**config.mk**
```make
export PLATFORM = sky130hd
export DESIGN_NAME = fetch_queue_flat
export DESIGN_NICKNAME = d
export VERILOG_FILES = /design/src/rtl/fetch_queue_pkg.sv /design/src/rtl/fetch_queue_if.sv /design/src/rtl/fetch_queue.sv /design/src/flat_wrapper.sv
export SDC_FILE = /design/constraint.sdc
export NUM_CORES = 1
export LEC_CHECK = 0
export CAP_MARGIN = 30
export CORE_MARGIN = 2
export CORE_UTILIZATION = 47
export CTS_CLUSTER_SIZE = 12
export DETAILED_ROUTE_END_ITERATION = 10
export PLACE_DENSITY = 0.79
export SLEW_MARGIN = 5
export SYNTH_ARGS = -nofsm -noshare
export SYNTH_HDL_FRONTEND = slang
export SYNTH_SLANG_ARGS = --single-unit
```
**constraint.sdc**
```tcl
create_clock -name clk -period 9.2 [get_ports clk]
set_input_delay 0.92 -clock clk [delete_from_list [all_inputs] [get_ports clk]]
set_output_delay 0.92 -clock clk [all_outputs]
set_load 0.02 [all_outputs]
```
**src/rtl/fetch_queue_pkg.sv**
```systemverilog
`default_nettype none
// +-------------------------------------------------------------------------+
// | fetch_queue_pkg : shared CPU types for the F2->decode instruction queue   |
// | Rev 1.0                                                                   |
// +-------------------------------------------------------------------------+
package fetch_queue_pkg;

  localparam int FETCH_QUEUE_DEPTH = 8;

  typedef struct packed {
    logic [63:0] pc;
    logic [31:0] instr;
    logic [1:0]  excp;   // bit0 misaligned, bit1 access fault
  } fetch_entry_t;

endpackage : fetch_queue_pkg
`default_nettype wire

```
**src/rtl/fetch_queue_if.sv**
```systemverilog
`default_nettype none
// +-------------------------------------------------------------------------+
// | fetch_queue_if : push (F2) and head (decode) signals of the fetch queue    |
// | Rev 1.0                                                                   |
// +-------------------------------------------------------------------------+
interface fetch_queue_if
  import fetch_queue_pkg::*;
#(
  parameter int DEPTH = FETCH_QUEUE_DEPTH
);
  localparam int CW = $clog2(DEPTH) + 1;

  logic          in_valid;
  logic [63:0]   in_pc;
  logic [31:0]   in_instr;
  logic [1:0]    in_excp;
  logic          in_ready;
  logic          almost_full;
  logic          out_valid;
  logic [63:0]   out_pc;
  logic [31:0]   out_instr;
  logic [1:0]    out_excp;
  logic [CW-1:0] count;

  modport master (
    output in_valid, in_pc, in_instr, in_excp,
    input  in_ready, almost_full, out_valid, out_pc, out_instr, out_excp, count
  );

  modport slave (
    input  in_valid, in_pc, in_instr, in_excp,
    output in_ready, almost_full, out_valid, out_pc, out_instr, out_excp, count
  );

endinterface : fetch_queue_if
`default_nettype wire

```
**src/rtl/fetch_queue.sv**
```systemverilog
`default_nettype none
// +-------------------------------------------------------------------------+
// | fetch_queue : circular instruction queue between fetch F2 and decode      |
// | Rev 1.0                                                                   |
// +-------------------------------------------------------------------------+
module fetch_queue
  import fetch_queue_pkg::*;
#(
  parameter int DEPTH    = FETCH_QUEUE_DEPTH,
  parameter int AF_SLACK = 2
) (
  input  logic          clk,
  input  logic          reset,
  input  logic          flush_que,
  input  logic          stallD,
  fetch_queue_if.slave  fq
);

  localparam int            PW      = $clog2(DEPTH) + 1;
  localparam int            AW      = PW - 1;
  localparam logic [PW-1:0] DEPTH_C = PW'(DEPTH);
  localparam logic [PW-1:0] SLACK_C = PW'(AF_SLACK);

  fetch_entry_t  mem [DEPTH];

  logic [PW-1:0] head_q, head_d;
  logic [PW-1:0] tail_q, tail_d;
  logic [PW-1:0] count_q, count_d;

  logic          in_ready;
  logic          out_valid;
  logic          push_en;
  logic          pop_en;
  fetch_entry_t  in_entry;
  fetch_entry_t  head_entry;

  // Handshake outputs depend on registered state only, so they stay
  // meaningful (pre-flush values) during a flush cycle.
  assign in_ready  = (count_q < DEPTH_C);
  assign out_valid = (count_q != '0);

  always_comb begin
    in_entry       = '0;
    in_entry.pc    = fq.in_pc;
    in_entry.instr = fq.in_instr;
    in_entry.excp  = fq.in_excp;

    push_en = fq.in_valid && in_ready && !flush_que;
    pop_en  = out_valid && !stallD && !flush_que;

    head_d  = head_q;
    tail_d  = tail_q;
    count_d = count_q;
    if (flush_que) begin
      head_d  = '0;
      tail_d  = '0;
      count_d = '0;
    end else begin
      if (push_en) tail_d = tail_q + PW'(1);
      if (pop_en)  head_d = head_q + PW'(1);
      count_d = count_q + {{AW{1'b0}}, push_en} - {{AW{1'b0}}, pop_en};
    end

    head_entry = out_valid ? mem[head_q[AW-1:0]] : '0;
  end

  always_ff @(posedge clk or posedge reset) begin
    if (reset) begin
      head_q  <= '0;
      tail_q  <= '0;
      count_q <= '0;
    end else begin
      head_q  <= head_d;
      tail_q  <= tail_d;
      count_q <= count_d;
    end
  end

  // Storage is left unreset; out_* is masked to zero whenever the queue is empty.
  always_ff @(posedge clk) begin
    if (push_en) mem[tail_q[AW-1:0]] <= in_entry;
  end

  assign fq.in_ready    = in_ready;
  assign fq.almost_full = ((DEPTH_C - count_q) <= SLACK_C);
  assign fq.out_valid   = out_valid;
  assign fq.out_pc      = head_entry.pc;
  assign fq.out_instr   = head_entry.instr;
  assign fq.out_excp    = head_entry.excp;
  assign fq.count       = count_q;

endmodule : fetch_queue
`default_nettype wire

```
**src/flat_wrapper.sv**
```systemverilog
// flat-port wrapper written by rule: the top's interface ports become plain ports
module fetch_queue_flat import fetch_queue_pkg::*;
#(
  parameter int DEPTH    = FETCH_QUEUE_DEPTH,
  parameter int AF_SLACK = 2
)
  (clk, reset, flush_que, stallD, fq_in_valid, fq_in_pc, fq_in_instr, fq_in_excp, fq_in_ready, fq_almost_full, fq_out_valid, fq_out_pc, fq_out_instr, fq_out_excp, fq_count);
  fetch_queue_if #(.DEPTH(DEPTH)) fq_i ();
  input  logic clk;
  input  logic reset;
  input  logic flush_que;
  input  logic stallD;
  input wire logic [$bits(fq_i.in_valid)-1:0] fq_in_valid;
  input wire logic [$bits(fq_i.in_pc)-1:0] fq_in_pc;
  input wire logic [$bits(fq_i.in_instr)-1:0] fq_in_instr;
  input wire logic [$bits(fq_i.in_excp)-1:0] fq_in_excp;
  output wire logic [$bits(fq_i.in_ready)-1:0] fq_in_ready;
  output wire logic [$bits(fq_i.almost_full)-1:0] fq_almost_full;
  output wire logic [$bits(fq_i.out_valid)-1:0] fq_out_valid;
  output wire logic [$bits(fq_i.out_pc)-1:0] fq_out_pc;
  output wire logic [$bits(fq_i.out_instr)-1:0] fq_out_instr;
  output wire logic [$bits(fq_i.out_excp)-1:0] fq_out_excp;
  output wire logic [$bits(fq_i.count)-1:0] fq_count;
  assign fq_i.in_valid = fq_in_valid;
  assign fq_i.in_pc = fq_in_pc;
  assign fq_i.in_instr = fq_in_instr;
  assign fq_i.in_excp = fq_in_excp;
  assign fq_in_ready = fq_i.in_ready;
  assign fq_almost_full = fq_i.almost_full;
  assign fq_out_valid = fq_i.out_valid;
  assign fq_out_pc = fq_i.out_pc;
  assign fq_out_instr = fq_i.out_instr;
  assign fq_out_excp = fq_i.out_excp;
  assign fq_count = fq_i.count;
  fetch_queue #(.DEPTH(DEPTH), .AF_SLACK(AF_SLACK)) u_core (.clk(clk), .reset(reset), .flush_que(flush_que), .stallD(stallD), .fq(fq_i));
endmodule
```
Word-level counts from Yosys, hierarchy flattened
Memory sizes are Yosys's and may differ from the RTL's. Cells that the tools add are included.

$add $sub $neg: 5. $lt $le $gt $ge: 2. Muxes and demuxes: 8. Reduce and logical (&&, ||, !) cells: 9.

Operator list (number): 98-bit 2-to-1 mux (1); 4-bit 2-to-1 mux (5); 4-bit by 1-bit adder with 4-bit output (second input constant) (2); 4-bit by 1-bit adder with 4-bit output (1); 4-bit by 2-bit less-or-equal comparator with 1-bit output (second input constant) (1); 1-bit logical AND (4); 4-bit less-than comparator (second input constant) (1); 2-bit nonzero test (2); 4-bit nonzero test (1); 4-bit by 1-bit subtractor with 4-bit output (1); 4-bit subtractor (first input constant) (1); 1-bit logical NOT (2); 1-bit 2-to-1 mux (2).

Flip-flop bits (word level): 12. RAM bits: 784. Bits of input ports: 103. Output and inout port bits: 105. Logic and storage cells: 28. Memories: 1.

Memories: u_core.mem (depth 8, bits a word 98, rd ports 1, clocked after memory_dff 0, wr ports 1, RTL line fetch_queue.sv:24) `fetch_entry_t mem [DEPTH];`.

Longest topological paths before layout
Depth after elaboration: 6. Gate-level depth with buffers: 11. Mapped depth without buffers: 10.

Least setup slack after synthesis
Ideal clock, no wire load.

Kind: reg-to-reg. Start: register u_core.count_q[1], in the netlist u_core.fq.count[1]. End: memory u_core.mem[1][0] (netlist name), enable pin. Library setup time: 674 ps. Data arrival time: 8141 ps. Required time: 8526 ps. Slack: 385 ps. Stages on the path, launching flop included: 8. Clock period less this slack: 8815 ps. Path through: dfrtp_1 -> inv_1 -> ha_1 -> buf_2 -> a21o_1 -> inv_2 -> nand4b_1 -> nor3_1.

Word-level cells in the longest chain between the ends: 5.

Ends and longest elaborated chain: start: declaration (RTL line fetch_queue.sv:28) `logic [PW-1:0] count_q, count_d;`; start signal: assignment (RTL line fetch_queue.sv:75) `count_q <= count_d;`; 4-bit less-than comparator (RTL line fetch_queue.sv:39) `assign in_ready = (count_q < DEPTH_C);`; via fq_in_ready (RTL line flat_wrapper.sv:17) `output wire logic [$bits(fq_i.in_ready)-1:0] fq_in_ready;`; 1-bit logical AND (2 in series) (RTL line fetch_queue.sv:48) `push_en = fq.in_valid && in_ready && !flush_que;`; 1-bit 2-to-1 mux (RTL line fetch_queue.sv:81) `if (push_en) mem[tail_q[AW-1:0]] <= in_entry;`; 1-bit 2-to-1 mux (implied by the code) (RTL line fetch_queue.sv:81); end: declaration (RTL line fetch_queue.sv:24).

The timed path passes the listed nets, and every way through them passes these cells.

Worst setup path after layout
Start: register u_core.head_q[1]. End: output fq_out_pc[49].

Word-level cells in the longest chain between the ends: 2.

Ends and longest elaborated chain: start: declaration (RTL line fetch_queue.sv:26) `logic [PW-1:0] head_q, head_d;`; start signal: assignment (RTL line fetch_queue.sv:69) `head_q <= '0;`; start signal: assignment (RTL line fetch_queue.sv:73) `head_q <= head_d;`; memory 8 x 98 bit; 98-bit 2-to-1 mux (RTL line fetch_queue.sv:64) `head_entry = out_valid ? mem[head_q[AW-1:0]] : '0;`; end: declaration (RTL line flat_wrapper.sv:20) `output wire logic [$bits(fq_i.out_pc)-1:0] fq_out_pc;`.

No other way between the ends.

==> metrics <==
Total Nets Final 1,990; fill count 5,036; GRT Total Usage 0.190; layout cells sized above 1 0.208; core area 66,800 um2; Lkg Pwr 11.4 nW; max-slew violations 0; CP Class reg2out; Max-slew headroom 0.133; top cell type's share of synthesized area 0.745; outcome finished clean; die height 263 um; die width 263 um; Synth top cells by count 784 x edfxtp_1, 190 x mux2_2, 100 x nand3_1; number of I/O port buffers 207; RSZ-0062 raised after global routing no; GR Overflow Total 0; CP startpoint u_core.head_q[1]; placed cell area 34,500 um2; post-cts resize count 0; PD cells 279 nW/um2; area delta synth->final 16.9%; final hold violation count 0; count of flip-flops with a built-in enable after synthesis 784; Buf/Inv on CP 3; global-route wire length before repair 101 mm; TritonRoute pass-1 iters 7; Post-Syn Area per Cell 19.0 um2; slowest cell delay on critical path 0.79 ns; worst reg2reg path depth 8; CTS sink cnt 794; period utilization 0.555; Worst setup SP type register; 1st-iter DRT viols 1,324; CTS Buf Count 81; Syn Inst Count 1,664; Via density 5.83; largest net degree at the start of global routing 197; RR Endpoint u_core.mem[7][60]; final wirelength 67.1 mm; Slowest-stage cell, CP buf_4; ys flop type edfxtp_1; Final TNS setup 0 ns; Post-Synthesis Cell Area 31,600 um2; Max Cap Violations 0; H-Tree Level Count 3; Critical Path End Type output port; Synth area leaders edfxtp_1 75%, mux2_2 6.8%, mux2_4 3.1%, mux2i_1 3.1%, a32oi_1 2.7%; fin area 36,900 um2; CP cell instances buf_4, buf_4, mux2_2, a32oi_1, o211ai_1, clkdlybuf4s50_1; DP HPWL 33.7 mm; DIE AREA 69,300 um2; CTS tree yes; Post-Syn Nets 1,779; antenna violations before repair 6; fin crit period 5.11 ns; Clk Latency, worst-skew pair 0.62 ns; IO Pins 208; Root Buffer Master clkbuf_16; synthesis-stage register bit count 794; critical path data arrival time 4.19 ns; Cell Rows 95; synth unique cells 39; routed vias 16,300; Post-synth ARST share 0.0126; cell with the most instances after synthesis edfxtp_1; Power, Total 10.3 mW; yosys warns 0; Initial Util 0.473; Routed Antenna Nets 0; cell repeated most along the worst path buf_4; Peak VDD IR 323 uV; vias in the first global route 16,900; Reg clk slew, reported paths 0.06 ns; routed length per instance 24.1 um; post-synth top area cell edfxtp_1; sequential area share after synthesis 0.753; Worst Tran Pin Value 1.30 ns; reg2reg start u_core.fq.count[1]; maximum clock frequency 0.196 GHz; DRC viols 0; clk_skew 0.0141 ns; Max FO, Critical Path 59; hold_buf cts 0; CTS Buffer Depth 3; kind of path behind the tightest hold check in2async; Critical Path RT 8.28 ns; endpoints failing setup 0; Final GP Congestion 0.758; Top delay family on crit path buffers and inverters; setup bufs post-CTS 0; Reg2Reg Setup Slack 5.29 ns
stage by stage:
stage                     setup WS (ns)  std cells  utilization  hold slack (ns)
final                              4.09       2790        0.553            0.587
after floorplan                   0.385       1664            -            0.562
after global placement             4.65       2662        0.515            0.580
after detailed placement           4.68       2664        0.516            0.621
after global routing               3.88       2790        0.553            0.621
after CTS                          4.02       2788        0.552            0.567
routing by layer:
metal  vias to the layer above  GRT usage  wire length [um]
li1                       7200          -                 -
met1                      8431      0.240             27400
met2                       521      0.332             34500
met3                       103     0.0360              3760
met4                        10     0.0616              1430
met5                         -          0                68
where the power goes:
group	switching, mW	internal [mW]	leakage, nW	total, mW
sequential	0.0956	4.10	7.20	4.20
clock	1.28	1.77	1.18	3.05
combinational	1.76	1.27	2.99	3.03
total	3.14	7.15	11.4	10.3
layout by cell type (no fill, tap or decap), drive strengths merged:
| cell type | instances |
|---|---|
| xor2 | 1 |
| nand3b | 1 |
| or3 | 1 |
| o21bai | 1 |
| nor2b | 6 |
| nor2 | 12 |
| diode | 1 |
| fa | 1 |
| xnor2 | 2 |
| nor3 | 3 |
| clkinv | 20 |
| nand2b | 3 |
| o22ai | 1 |
| ha | 11 |
| bufinv | 5 |
| o211ai | 98 |
| inv | 12 |
| a211oi | 2 |
| nand2 | 2 |
| a21o | 1 |
| nand3 | 100 |
| a21oi | 5 |
| o21ai | 2 |
| clkdlybuf4s50 | 207 |
| mux2 | 296 |
| edfxtp | 784 |
| nand4b | 1 |
| dfrtp | 10 |
| a31o | 1 |
| buf | 30 |
| clkbuf | 98 |
| a21boi | 1 |
| mux2i | 99 |
| a32oi | 98 |
| or4 | 1 |
cell type report:
cell class	count	area (um2)	area share
well taps	873	1090	0.0296
diodes	1	2.50	0.0000678
flip-flops and latches	794	23800	0.645
inverters	11	46.3	0.00125
clock buffers	98	2130	0.0578
clock inverters	26	288	0.00780
multi-input cells	750	7180	0.195
repair buffers	237	2370	0.0643
how the worst max path moves through the flow:
stage                        end  slack (ns)  depth (start not counted)
5_1_grt            fq_out_pc[49]        3.88                          6
2_1_floorplan   u_core.mem[1][0]        0.38                          7
3_3_place_gp     fq_out_instr[1]        4.65                          6
3_5_place_dp   u_core.mem[1][74]        4.68                          5
4_1_cts            fq_out_pc[49]        4.02                          6
6_report           fq_out_pc[49]        4.09                          6
flip-flops by register name (all words and copies together), names as in the netlist:
register / flops
u_core.tail_q: 3
u_core.head_q: 3
u_core.mem: 784
u_core.fq.count: 4
worst register-to-register path: cells and delay by family, from the launching register on:
kind	cells	cell delay, ns
buffers and inverters	4	1.65
AND/OR/NAND/NOR	2	0.78
flip-flops	1	0.42
adder cells (fa/ha/maj)	1	0.33
AO/OA/AOI/OAI	1	0.26
cell families after synthesis:
logic type,count (synthesis),synth area share
AND/OR/NAND/NOR,130,0.0210
AO/OA/AOI/OAI,210,0.0540
flip-flops,794,0.753
adder cells (fa/ha/maj),12,0.00499
multiplexers,395,0.145
XOR/XNOR,3,0.000832
buffers and inverters,120,0.0213
(Power assumes the default switching activity.)
